<file path="src/rtl/cpu_pkg.sv">
// Shared CPU-wide constants: data width, register count, address width and the
// hard-wired zero register index.
package cpu_pkg;

  localparam int DW       = 16;
  localparam int NREG     = 16;
  localparam int AW       = $clog2(NREG);
  localparam int ZERO_REG = 0;

endpackage : cpu_pkg

</file>
<file path="src/rtl/wb_regfile.sv">
// Architectural register file for the writeback stage: one write port, two
// combinational read ports, asynchronous clear and register 0 held at zero.
module wb_regfile
  import cpu_pkg::*;
#(
  parameter int DW   = cpu_pkg::DW,
  parameter int NREG = cpu_pkg::NREG,
  localparam int AW  = $clog2(NREG)
) (
  input  logic          clk,
  input  logic          rst_n,
  input  logic          we,
  input  logic [AW-1:0] waddr,
  input  logic [DW-1:0] wdata,
  input  logic [AW-1:0] ra_addr,
  input  logic [AW-1:0] rb_addr,
  output logic [DW-1:0] ra_data,
  output logic [DW-1:0] rb_data
);

  localparam logic [AW-1:0] ZERO_ADDR = AW'(ZERO_REG);

  logic [DW-1:0] regs_q [NREG];
  logic [DW-1:0] regs_d [NREG];

  // Next-state of the file: only the addressed entry changes, and writes aimed at R0 are dropped.
  always_comb begin
    for (int i = 0; i < NREG; i++) begin
      regs_d[i] = regs_q[i];
    end
    if (we && (waddr != ZERO_ADDR)) begin
      regs_d[waddr] = wdata;
    end
  end

  // Storage flops, cleared asynchronously so a write in flight at reset never lands.
  always_ff @(posedge clk or negedge rst_n) begin
    if (!rst_n) begin
      for (int i = 0; i < NREG; i++) begin
        regs_q[i] <= '0;
      end
    end else begin
      for (int i = 0; i < NREG; i++) begin
        regs_q[i] <= regs_d[i];
      end
    end
  end

  // Read ports mask R0 so it reads zero even if storage were ever disturbed.
  always_comb begin
    ra_data = (ra_addr == ZERO_ADDR) ? '0 : regs_q[ra_addr];
    rb_data = (rb_addr == ZERO_ADDR) ? '0 : regs_q[rb_addr];
  end

endmodule : wb_regfile

</file>
<file path="src/rtl/wb_stage.sv">
// Writeback pipeline stage: stage register with stall/flush, retirement into
// the register file, read-port bypass from the stage and a retired counter.
module wb_stage
  import cpu_pkg::*;
#(
  parameter int DW   = cpu_pkg::DW,
  parameter int NREG = cpu_pkg::NREG,
  localparam int AW  = $clog2(NREG)
) (
  input  logic          clk,
  input  logic          rst_n,
  input  logic          in_valid,
  input  logic [DW-1:0] in_data,
  input  logic [AW-1:0] in_rd,
  input  logic          in_we,
  input  logic          stall,
  input  logic          flush,
  input  logic [AW-1:0] ra_addr,
  input  logic [AW-1:0] rb_addr,
  output logic [DW-1:0] ra_data,
  output logic [DW-1:0] rb_data,
  output logic          wb_valid,
  output logic [AW-1:0] wb_rd,
  output logic [DW-1:0] wb_data,
  output logic          wb_we,
  output logic [15:0]   retired
);

  localparam logic [AW-1:0] ZERO_ADDR = AW'(ZERO_REG);

  logic          valid_q, valid_d;
  logic [AW-1:0] rd_q, rd_d;
  logic [DW-1:0] data_q, data_d;
  logic          we_q, we_d;
  logic [15:0]   retired_q, retired_d;
  logic          retire;
  logic [DW-1:0] rf_ra_data, rf_rb_data;
  logic          hit_a, hit_b;

  // Stage register next-state: flush wins over stall, stall holds, otherwise load.
  always_comb begin
    valid_d = valid_q;
    rd_d    = rd_q;
    data_d  = data_q;
    we_d    = we_q;
    if (flush) begin
      valid_d = 1'b0;
    end else if (!stall) begin
      valid_d = in_valid;
      rd_d    = in_rd;
      data_d  = in_data;
      we_d    = in_we;
    end
  end

  // Retirement happens on an edge that lets a valid stage leave; the counter wraps naturally.
  always_comb begin
    retire    = valid_q && !stall && !flush;
    retired_d = retired_q + {15'd0, retire};
  end

  // Stage and counter flops.
  always_ff @(posedge clk or negedge rst_n) begin
    if (!rst_n) begin
      valid_q   <= 1'b0;
      rd_q      <= '0;
      data_q    <= '0;
      we_q      <= 1'b0;
      retired_q <= '0;
    end else begin
      valid_q   <= valid_d;
      rd_q      <= rd_d;
      data_q    <= data_d;
      we_q      <= we_d;
      retired_q <= retired_d;
    end
  end

  wb_regfile #(
    .DW   (DW),
    .NREG (NREG)
  ) u_regfile (
    .clk     (clk),
    .rst_n   (rst_n),
    .we      (retire && we_q),
    .waddr   (rd_q),
    .wdata   (data_q),
    .ra_addr (ra_addr),
    .rb_addr (rb_addr),
    .ra_data (rf_ra_data),
    .rb_data (rf_rb_data)
  );

  // Bypass the not-yet-written stage value onto the read ports, including while stalled.
  always_comb begin
    hit_a   = valid_q && we_q && (rd_q == ra_addr) && (ra_addr != ZERO_ADDR);
    hit_b   = valid_q && we_q && (rd_q == rb_addr) && (rb_addr != ZERO_ADDR);
    ra_data = hit_a ? data_q : rf_ra_data;
    rb_data = hit_b ? data_q : rf_rb_data;
  end

  assign wb_valid = valid_q;
  assign wb_rd    = rd_q;
  assign wb_data  = data_q;
  assign wb_we    = we_q;
  assign retired  = retired_q;

endmodule : wb_stage

</file>
<file path="config.mk">
export PLATFORM = sky130hd
export DESIGN_NAME = wb_stage
export DESIGN_NICKNAME = d
export VERILOG_FILES = /design/src/rtl/cpu_pkg.sv /design/src/rtl/wb_regfile.sv /design/src/rtl/wb_stage.sv
export SDC_FILE = /design/constraint.sdc
export NUM_CORES = 1
export LEC_CHECK = 0
export BUFFER_PORTS_ARGS = -buffer_cell sky130_fd_sc_hd__buf_2
export CAP_MARGIN = 20
export CORE_ASPECT_RATIO = 1.4
export CORE_UTILIZATION = 55
export DETAILED_ROUTE_END_ITERATION = 6
export GPL_ROUTABILITY_DRIVEN = 0
export MAX_ROUTING_LAYER = met4
export PLACE_DENSITY = 0.73
export SLEW_MARGIN = 5
export SYNTH_ARGS = -nofsm -noshare
export SYNTH_HDL_FRONTEND = slang
export SYNTH_SLANG_ARGS = --single-unit
</file>
<file path="constraint.sdc">
create_clock -name clk -period 2.7 [get_ports clk]
set_clock_uncertainty 0.05 [all_clocks]
set_input_delay 0.27 -clock clk [delete_from_list [all_inputs] [get_ports clk]]
set_output_delay 0.27 -clock clk [all_outputs]
set_load 0.01 [all_outputs]
</file>
# Word-level counts from Yosys, hierarchy flattened
# Cells that the tools add are included.
# word_totals
ff_bits	294
input_bits	34
output_inout_bits	70
# classes
add_sub_neg	1
order_cmp	4
eq_ne	3
muxes	15
bitwise	5
n_reduce_logical	18
# op_table
operator	n
bitwise mux 256 bit	1
two-way mux 16 bit	9
binary-select mux 16 bit (select 4 bit)	2
demux 16 bit (select 4 bit)	1
adder 16 x 1 -> 16 bit	1
greater-or-equal comparator 5 bit (second input constant)	3
inverter 4 -> 5 bit	3
nonzero test 4 bit	3
logical AND 1 bit	10
equality test 4 bit	2
logical NOT 4 bit	2
< comparator 5 x 1 -> 1 bit (second input constant)	1
logical NOT 1 bit	2
two-way mux 1 bit	2
!= test 2 x 1 -> 1 bit (second input constant)	1
inverter 1 bit	2
AND reduction 2 bit	1

# Depth between registers and ports, before layout
# depth
ltp_word	6
depth_mapped	9
ltp_nobuf	8

# Hierarchy
# From an unflattened synthesis, not the netlist that was laid out.
# unflattened
cells_unflattened	1076
area_unflattened_um2	15079.5
# modules_own_cells
mod	n_inst	cells_each	area_each_um2	seq_area_each_um2
wb_regfile	1	919	12990.0	6030.8
wb_stage	1	157	2089.5	950.9

# Worst setup path after synthesis
# Ideal clock, no wire load.
# synth_timing
kind	reg-to-output
start	register rd_q[3], in the netlist wb_rd[3]
end	output port rb_data[10]
arrival_ps	1849
t_required_ps	2380
slack_ps	531
path_stages_with_launch	7
cell_sequence	dfrtp_1 > buf_2 > xor2_1 > nor4_1 > a22o_1 > clkbuf_1 > o32ai_1
# synth_via
elab_chain_len	4
# synth_lines
item	line_no	rtl
start: declaration	wb_stage.sv:32	logic [AW-1:0] rd_q, rd_d;
start signal: assignment	wb_stage.sv:72	rd_q <= rd_d;
equality test 4 bit	wb_stage.sv:97	hit_b = valid_q && we_q && (rd_q == rb_addr) && (rb_addr != ZERO_ADDR);
logical AND 1 bit (2 in a row)	wb_stage.sv:97	
two-way mux 16 bit	wb_stage.sv:99	rb_data = hit_b ? data_q : rf_rb_data;
end: declaration	wb_stage.sv:21	output logic [DW-1:0] rb_data,
# No other way between the ends.

# Final worst setup path
# layout_timing
start	register rd_q[3], in the netlist wb_rd[3]
end	output port rb_data[5]
# Same word-level chain as after synthesis.

==> results by group <==
Power
  – PwrDens: 586 mW/mm2
  – Peak supply drop: 0.000509 V
  – Tot Pwr: 10.6 mW
  – Pleak: 8.50 nW

Die
  – Die ar.: 0.0290 mm2
  – IO Count: 104
  – Initial Utilization: 56.0%
  – Die Wd: 144 um
  – Core region area: 0.0277 mm2
  – Die Y: 201 um
  – Num rows: 72

Placement
  – Hpwl dp: 26,200 um
  – IO Port Bufs: 103
  – DP Cell Count: 1,520

Clock network
  – CTS tree: yes
  – Clock Root Buffer: clkbuf_16
  – Clk Latency, worst-skew pair: 0.54 ns
  – CTS Buf Count: 29
  – Largest buffer count on any clock path: 3
  – Clk sink count: 294
  – Worst-path clk slew: 0.06 ns
  – H-tree Lvls: 1

Yosys
  – Fraction of registers with async set or reset after synthesis: 100%
  – YS warnings: 0
  – Post-synth EDFFs: 0
  – Number of distinct library cells after synthesis: 37
  – Average cell area after synthesis: 14.2 um2
  – Synthesized cell area: 0.0155 mm2
  – Most common cell in the netlist: dfrtp_1
  – Post-Syn Instances: 1,098
  – Top_reg_cell synth: dfrtp_1
  – Top cells by count, synth: dfrtp_1, mux2_2, mux4_2, clkbuf_1, o21ai_0
  – Synth area leader: dfrtp_1
  – Syn nets: 1,134
  – Sequential area share after synthesis: 47.3%
  – Area contributors post-synth: dfrtp_1, mux2_2, mux4_2
  – #FFs+latches synth: 294
  – Yosys top cell area share: 47.3%

Global route
  – Global-route wire length before repair: 64,500 um
  – Grt ovf: 0
  – Gr usage total: 30.9%
  – Largest net degree at the start of global routing: 82
  – Vias in the first global route: 10,870
  – Initial antenna violation count: 0

Timing
  – Fin worst setup slack: -0.0433 ns
  – Setup TNS: -0.190 ns
  – RSZ-0062 raised after global routing: yes
  – Max Fclk: 0.365 GHz
  – Setup violations, final: 9
  – Worst slew pin tran: 0.698 ns
  – Final Critical Period: 2.74 ns
  – Final worst path period share: 102%
  – Slew Limit Headroom: 53.5%
  – Final hold vios: 0
  – Final Slew Violations: 0

Routing
  – Routed Antenna Nets: 0
  – Vias: 10,553
  – DRT iter0 DRCs: 507
  – Via-per-instance ratio: 6.61
  – DRT Wirelength: 42,000 um
  – # DRC: 0
  – Wire per inst: 26.3 um
  – 1st-pass router iterations: 4

Setup path
  – WS Path Type: flop to primary output
  – Arrival time worst endpoint: 2.42 ns
  – Req. time, crit path: 2.38 ns
  – Worst-path fanout max: 16
  – Worst r2r src: wb_rd[0]$_DFFE_PN0P_
  – Worst setup EP type: primary output
  – Crit path from: wb_rd[3]$_DFFE_PN0P_
  – Type of origin of the critical path: flop

Final layout
  – Area grow syn2layout: 16.4%
  – # fillers: 2,056
  – ANT cells: 0
  – Non-filler cells, final: 1,597
  – Nets: 1,244
  – Layout cells sized above 1: 52.3%

Run status
  – Status: finished with violations
  – Failing checks: setup timing

Min path
  – Min-Delay Startpoint: stall
  – Worst min path class: input pin to flop

Job
  – Max Cap Viol: 0
worst paths after layout:
check	slack [ns]	to	cells after the start
max reg2reg	0.43	u_regfile.regs_q[54]$_DFFE_PN0P_	5
min in group asynchronous	0.25	u_regfile.regs_q[238]$_DFFE_PN0P_	2
min	0.20	retired[0]$_DFF_PN0_	4
max	-0.04	rb_data[5]	8
min reg2reg	0.35	u_regfile.regs_q[251]$_DFFE_PN0P_	0
max in group asynchronous	1.49	u_regfile.regs_q[216]$_DFFE_PN0P_	3
repair_timing:
action | 4_1_cts | 5_1_grt
pin swaps | 2 | 4
hold endpoints to repair | 97 | 0
setup endpoints to repair | 32 | 17
resized for setup | 16 | 9
hold buffers | 24 | 0
buffers inserted | 3 | 0
cells in the final DEF (no fill, tap or decap), types with 12 or more instances in the layout:
master,count
o22ai_1,21
mux4_2,107
xnor2_1,12
buf_4,46
clkbuf_16,29
o32ai_1,26
mux2i_1,22
o22a_1,21
a22o_1,22
dlygate4sd3_1,24
nand2_1,24
o21ai_0,39
nor2_1,18
mux2_2,285
buf_12,16
dfrtp_1,293
buf_2,98
inv_1,20
area by class of cell:
type / count / area [um2] / share of cell area (%)
sequential: 294 / 7360 / 40.6
timing repair buffer: 190 / 1470 / 8.11
clock buffer: 41 / 851 / 4.70
tap: 370 / 463 / 2.56
clock inverter: 9 / 176 / 0.975
inverter: 22 / 86.3 / 0.477
multi-input combinational: 671 / 7700 / 42.5
metal layers:
layer	vias up	wire (um)	GRT usage, %
met5	-	0	-
li1	4417	-	-
met2	465	21000	49.3
met3	90	2770	4.60
met4	0	1520	11.6
met1	5581	16700	39.8
where the power goes:
part	switching (mW)	leakage, nW	internal (mW)	total (mW)
logic	0.645	3.96	0.631	1.28
clock network	1.71	0.502	2.65	4.36
registers	0.325	4.04	4.64	4.96
state kept, by name, indices dropped and copies added, names as in the netlist:
register / flops
wb_rd: 4
wb_we: 1
retired: 16
wb_data: 16
u_regfile.regs_q: 256
wb_valid: 1
worst max-delay path, stage by stage (launching register included):
cell and delay (ns):
dfrtp_1 0.41, xor2_1 0.19, nor4_2 0.37, buf_4 0.18, o21ai_1 0.08, buf_6 0.18, o32ai_1 0.15, buf_4 0.17
buf_2 0.13
logic make-up after synthesis:
logic type      count (synthesis)  synth area share, %
buf+inv                       133                 3.89
fa+ha+maj                       2                0.161
compound gates                139                 6.50
simple gates                   96                 3.44
flops                         294                 47.3
mux                           414                 37.6
xor+xnor                       20                 1.13
metrics by stage:
stage	area, um2	setup slack (ns)	util, %	hold slack [ns]
floorplan	15500	0.531	-	-0.0756
global placement	16700	0.168	60.1	0.260
detailed placement	16700	0.143	60.1	0.272
CTS	18000	0.00832	65.0	0.186
global route	18100	-0.0737	65.2	0.205
finish	18100	-0.0433	65.2	0.198
Note: power is estimated with default switching activity, not from simulation.
